[config.mk]
export PLATFORM = sky130hd
export DESIGN_NAME = piso_result_serializer
export DESIGN_NICKNAME = d
export VERILOG_FILES = /design/src/rtl/tarea3_pkg.sv /design/src/rtl/byte_gap_timer.sv /design/src/rtl/piso_result_serializer.sv
export SDC_FILE = /design/constraint.sdc
export NUM_CORES = 1
export LEC_CHECK = 0
export ABC_AREA = 1
export BUFFER_PORTS_ARGS = -buffer_cell sky130_fd_sc_hd__buf_2
export CAP_MARGIN = 20
export CORE_MARGIN = 5
export CORE_UTILIZATION = 60
export CTS_CLUSTER_DIAMETER = 100
export DETAILED_ROUTE_END_ITERATION = 7
export GPL_TIMING_DRIVEN = 0
export PLACE_DENSITY = 0.86
export SYNTH_ARGS = -nofsm -noshare
export SYNTH_HDL_FRONTEND = slang
export SYNTH_SLANG_ARGS = --single-unit
[constraint.sdc]
create_clock -name clk -period 17.25 [get_ports clk]
set_input_delay 4.3125 -clock clk [delete_from_list [all_inputs] [get_ports clk]]
set_output_delay 4.3125 -clock clk [all_outputs]
set_load 0.01 [all_outputs]
[src/rtl/tarea3_pkg.sv]
// Shared types and constants for the result serializer.
package tarea3_pkg;

  localparam int BYTE_W = 8;

  typedef enum logic [2:0] {
    IDLE,
    START,
    WAIT_HI,
    WAIT_LO,
    GAP,
    DONE
  } ser_state_t;

  // A field of width $clog2(v) collapses to zero bits when v <= 1, so keep at least one bit.
  function automatic int clog2_min1(input int v);
    return (v <= 1) ? 1 : $clog2(v);
  endfunction

endpackage

[src/rtl/byte_gap_timer.sv]
// Loadable down-counter that times the idle gap between UART bytes.
module byte_gap_timer
  import tarea3_pkg::*;
#(
  parameter int DELAY = 1000
) (
  input  logic clk,
  input  logic reset,
  input  logic load,
  input  logic count,
  output logic zero
);

  localparam int TW = clog2_min1(DELAY + 1);

  logic [TW-1:0] cnt_q, cnt_d;

  // Load takes priority; counting stops at zero instead of wrapping.
  always_comb begin
    cnt_d = cnt_q;
    if (load)                     cnt_d = TW'(DELAY);
    else if (count && cnt_q != '0) cnt_d = cnt_q - 1'b1;
  end

  // Counter register.
  always_ff @(posedge clk or posedge reset) begin
    if (reset) cnt_q <= '0;
    else       cnt_q <= cnt_d;
  end

  assign zero = (cnt_q == '0);

endmodule

[src/rtl/piso_result_serializer.sv]
// Captures up to NUM_WORDS result words and streams them MSB-byte-first into
// the UART transmitter using its tx_start/tx_busy handshake.
module piso_result_serializer
  import tarea3_pkg::*;
#(
  parameter  int NUM_WORDS        = 8,
  parameter  int WORD_WIDTH       = 32,
  parameter  int INTER_BYTE_DELAY = 1000,
  localparam int CW               = $clog2(NUM_WORDS + 1)
) (
  input  logic                  clk,
  input  logic                  reset,
  input  logic                  begin_transmission,
  input  logic [CW-1:0]         word_count,
  input  logic [WORD_WIDTH-1:0] data_in [NUM_WORDS],
  input  logic                  tx_busy,
  output logic                  tx_start,
  output logic [BYTE_W-1:0]     tx_data,
  output logic                  tx_sent,
  output logic                  busy
);

  localparam int BPW = WORD_WIDTH / BYTE_W;
  localparam int BW  = clog2_min1(BPW);
  localparam int WW  = clog2_min1(NUM_WORDS);

  ser_state_t              state_q, state_d;
  logic                    tx_start_q, tx_start_d;
  logic [BYTE_W-1:0]       tx_data_q, tx_data_d;
  logic                    tx_sent_q, tx_sent_d;
  logic                    busy_q, busy_d;
  logic [BW-1:0]           byte_q, byte_d;
  logic [WW-1:0]           word_q, word_d;
  logic [CW-1:0]           n_q, n_d;
  logic [WORD_WIDTH-1:0]   data_q [NUM_WORDS];

  logic                    capture;
  logic                    tmr_load, tmr_count, tmr_zero;
  logic [CW-1:0]           n_clamp;
  logic [WORD_WIDTH-1:0]   cur_word;
  logic [BYTE_W-1:0]       cur_byte;
  logic                    last_byte;

  assign n_clamp   = (word_count > CW'(NUM_WORDS)) ? CW'(NUM_WORDS) : word_count;
  assign cur_word  = data_q[word_q];
  assign cur_byte  = cur_word[(BPW - 1 - int'(byte_q)) * BYTE_W +: BYTE_W];
  assign last_byte = (CW'(word_q) == n_q - CW'(1)) && (byte_q == BW'(BPW - 1));

  byte_gap_timer #(
    .DELAY (INTER_BYTE_DELAY)
  ) u_gap (
    .clk   (clk),
    .reset (reset),
    .load  (tmr_load),
    .count (tmr_count),
    .zero  (tmr_zero)
  );

  // Next-state and next-output logic. The first byte is launched straight
  // from IDLE (using data_in) so tx_start follows the begin pulse by one cycle.
  always_comb begin
    state_d    = state_q;
    tx_start_d = 1'b0;
    tx_data_d  = tx_data_q;
    tx_sent_d  = 1'b0;
    busy_d     = busy_q;
    byte_d     = byte_q;
    word_d     = word_q;
    n_d        = n_q;
    capture    = 1'b0;
    tmr_load   = 1'b0;
    tmr_count  = 1'b0;
    case (state_q)
      IDLE: begin
        if (begin_transmission) begin
          capture = 1'b1;
          busy_d  = 1'b1;
          n_d     = n_clamp;
          byte_d  = '0;
          word_d  = '0;
          if (n_clamp == '0) begin
            tx_sent_d = 1'b1;
            state_d   = DONE;
          end else if (!tx_busy) begin
            tx_start_d = 1'b1;
            tx_data_d  = data_in[0][WORD_WIDTH-1 -: BYTE_W];
            state_d    = WAIT_HI;
          end else begin
            state_d = START;
          end
        end
      end
      START: begin
        if (!tx_busy) begin
          tx_start_d = 1'b1;
          tx_data_d  = cur_byte;
          state_d    = WAIT_HI;
        end
      end
      WAIT_HI: if (tx_busy) state_d = WAIT_LO;
      WAIT_LO: begin
        if (!tx_busy) begin
          tmr_load = 1'b1;
          state_d  = GAP;
        end
      end
      GAP: begin
        tmr_count = 1'b1;
        if (tmr_zero) begin
          if (last_byte) begin
            tx_sent_d = 1'b1;
            state_d   = DONE;
          end else begin
            if (byte_q == BW'(BPW - 1)) begin
              byte_d = '0;
              word_d = word_q + 1'b1;
            end else begin
              byte_d = byte_q + 1'b1;
            end
            state_d = START;
          end
        end
      end
      DONE: begin
        busy_d  = 1'b0;
        state_d = IDLE;
      end
      default: state_d = IDLE;
    endcase
  end

  // FSM state, counters and registered outputs.
  always_ff @(posedge clk or posedge reset) begin
    if (reset) begin
      state_q    <= IDLE;
      tx_start_q <= 1'b0;
      tx_data_q  <= '0;
      tx_sent_q  <= 1'b0;
      busy_q     <= 1'b0;
      byte_q     <= '0;
      word_q     <= '0;
      n_q        <= '0;
    end else begin
      state_q    <= state_d;
      tx_start_q <= tx_start_d;
      tx_data_q  <= tx_data_d;
      tx_sent_q  <= tx_sent_d;
      busy_q     <= busy_d;
      byte_q     <= byte_d;
      word_q     <= word_d;
      n_q        <= n_d;
    end
  end

  // Shift buffer: snapshot of the frame taken on the accepted begin pulse.
  always_ff @(posedge clk or posedge reset) begin
    if (reset) begin
      for (int i = 0; i < NUM_WORDS; i++) data_q[i] <= '0;
    end else if (capture) begin
      for (int i = 0; i < NUM_WORDS; i++) data_q[i] <= data_in[i];
    end
  end

  assign tx_start = tx_start_q;
  assign tx_data  = tx_data_q;
  assign tx_sent  = tx_sent_q;
  assign busy     = busy_q;

endmodule
==> metrics.txt <==
largest net degree at the start of global routing 136; GPL Wtd Cong 0.955; post-synth top area share 0.512; initial core utilization 0.605; Ports 275; Layout Cells excl Fill 2570; buffer and inverter count on the worst path 1; Worst Path Max Fanout 2; EDFF count, synth 0; Worst-path clk slew 0.07 ns; CTS Sinks 289; DR iter-0 viols 1852; Max clock buf depth 3; CORE AREA 23300 µm²; worst slew pin tran 0.868 ns; final wirelength 48800 µm; outcome finished, final reports clean; CTS tree built; DR vias/cell 5.54; Crit Path Category reg2out; crit-path max cell delay 0.43 ns; # placed instances 2514; Levels on crit path 1; Post-Synth Simple-Gate Area 0.403; FFs w/ async S/R, synth 1.00; CP required 12.94 ns; cells after synthesis 1919; chip height 163 µm; total power 2.93 mW; xor and xnor fraction of the mapped netlist area 0.00372; Setup Viol. Count Final 0; power per cell area 172 nW/µm²; RR Endpoint tx_data[3]$_DFFE_PP0P_; Tcrit/Tclk final 0.317; GRT Overall Usage 0.362; CTS root buffer clkbuf_16; Post-DRT Antenna Nets 0; worst relative slew slack 0.421; Synth top cells by count nand2_1 (1186), dfrtp_1 (289), nand3_1 (197), buf_2 (58), nor2_1 (30); Clock Latency Late Sink 0.56 ns; top post-synthesis cells by area dfrtp_1 (51%), nand2_1 (32%), nand3_1 (7.0%); Post-synth top flop dfrtp_1; synth unique cells 34; unrepaired setup endpoints after global routing no; fin util 0.729; crit-path cells buf_2; reg2reg setup slack 14.82 ns; min-delay src data_q[230]$_DFFE_PP0P_; crit path time final 5.46 ns; Worst Path Arrival 1.15 ns; setup bufs post-CTS 0; Min-Delay Path Class reg2reg; Hold Vio Cnt, Final 0; Clock Skews 0.0155 ns; WL/cell 19.0 µm; Slew Viols, Final 0; total of max-cap violations 0; sequential area share after synthesis 0.512; most frequent cell after synthesis nand2_1; Mapped Area 14100 µm²; initial antenna violation count 0; Yosys reg bits 289; TritonCTS Buffers 30; Avg Cell Area, Syn 7.36 µm²; die area 26700 µm²; CTS HTree Levels 1; setup_tns 0 ns; CP max stage cell dfrtp_1; fmax 183 MHz; post-DP HPWL 35400 µm; adder-cell share of the synthesized area 0.00443; vias in the first global route 13821; Top delay family on crit path flip-flops; synth warn 0; global route overflow 0; Syn Nets 2188; fraction of layout cells with a size suffix above 1 0.195; first-pass GRT wire length 74400 µm; CP endpoint tx_data[0]; area leader, netlist dfrtp_1; post-synthesis mux area share 0; worst reg2reg startpoint word_q[1]$_DFFE_PP0P_; largest family of logic cells by synthesized area simple AND/OR/NAND/NOR gates; post-CTS sizing 0; Compound-Gate Fraction of Synth Area 0.0168; Buffers on Ports 274; drt pass-1 iters 6; worst setup path start tx_data[0]$_DFFE_PP0P_; fillcell total 1838; Pleak 9.43 nW; routed vias 14241; crit end category output port; Core Rows 56; Layout area overhead 20.5%; hold buffers post-CTS 0; FF-to-FF path depth 9; final-stage net count 2496; Critical Path Start Type flop; Die Width 163 µm; final routed DRC violation total 0; VDD IR max 0.105 mV
[worst min-delay path by stage]
stage	to	slack [ns]	cells past startpoint
final	data_q[230]$_DFFE_PP0P_	0.48	2
after global routing	data_q[7]$_DFFE_PP0P_	0.49	2
after CTS	data_q[17]$_DFFE_PP0P_	0.48	2
after detailed placement	data_q[149]$_DFFE_PP0P_	0.46	2
after global placement	data_q[68]$_DFFE_PP0P_	0.46	2
after floorplan	data_q[128]$_DFFE_PP0P_	0.45	2
[per-layer routing]
metal,part of all wire,GRT usage
met5,0,0
met4,0.037,0.124
met3,0.12,0.0712
met2,0.46,0.578
met1,0.39,0.500
[registers in the layout, summed over array words and instances (netlist names)]
signal       cells
busy             1
u_gap.cnt_q     10
state_q          3
tx_start         1
tx_sent          1
data_q         256
word_q           3
byte_q           2
tx_data          8
n_q              4
[area by class of cell]
| cell class | count | area (µm²) | area share |
|---|---|---|---|
| sequential | 289 | 7230 | 0.425 |
| multi-input combinational | 1489 | 6050 | 0.355 |
| timing repair buffer | 276 | 1430 | 0.0838 |
| clock buffer | 41 | 863 | 0.0507 |
| buffer | 109 | 719 | 0.0423 |
| tap | 319 | 399 | 0.0235 |
| clock inverter | 14 | 195 | 0.0115 |
| inverter | 32 | 130 | 0.00765 |
| antenna | 1 | 2.50 | 0.000147 |
[logic make-up after synthesis]
group / count (synthesis)
AO/OA/AOI/OAI: 45
XOR/XNOR: 6
adder cells (fa/ha/maj): 5
buffers and inverters: 141
flip-flops: 289
AND/OR/NAND/NOR: 1433
[per-stage QoR]
stage	hold slack (ns)	worst slack [ns]	instance area, µm²
finish	0.478	11.79	17000
global route	0.490	11.76	17000
CTS	0.481	11.78	17000
detailed placement	0.465	11.36	16000
global placement	0.461	2.08	15900
floorplan	0.449	4.96	14100
[placed cells by master, fill, tap and decap left out, drive strengths merged]
| master | instances |
|---|---|
| a21boi | 1 |
| a21oi | 20 |
| buf | 374 |
| bufinv | 5 |
| clkbuf | 52 |
| clkinv | 11 |
| dfrtp | 289 |
| diode | 1 |
| ha | 5 |
| inv | 30 |
| nand2 | 1190 |
| nand3 | 199 |
| nand3b | 2 |
| nor2 | 36 |
| nor3 | 4 |
| nor4 | 1 |
| o211ai | 1 |
| o21a | 1 |
| o21ai | 21 |
| o22ai | 1 |
| or2 | 1 |
| xnor2 | 3 |
| xor2 | 3 |
[power by group]
| part | switching, mW | internal, mW |
|---|---|---|
| Clock | 0.275 | 0.423 |
| Combinational | 0.683 | 0.380 |
| Sequential | 0.191 | 0.983 |
No activity file was read; power rests on OpenSTA's default activity.
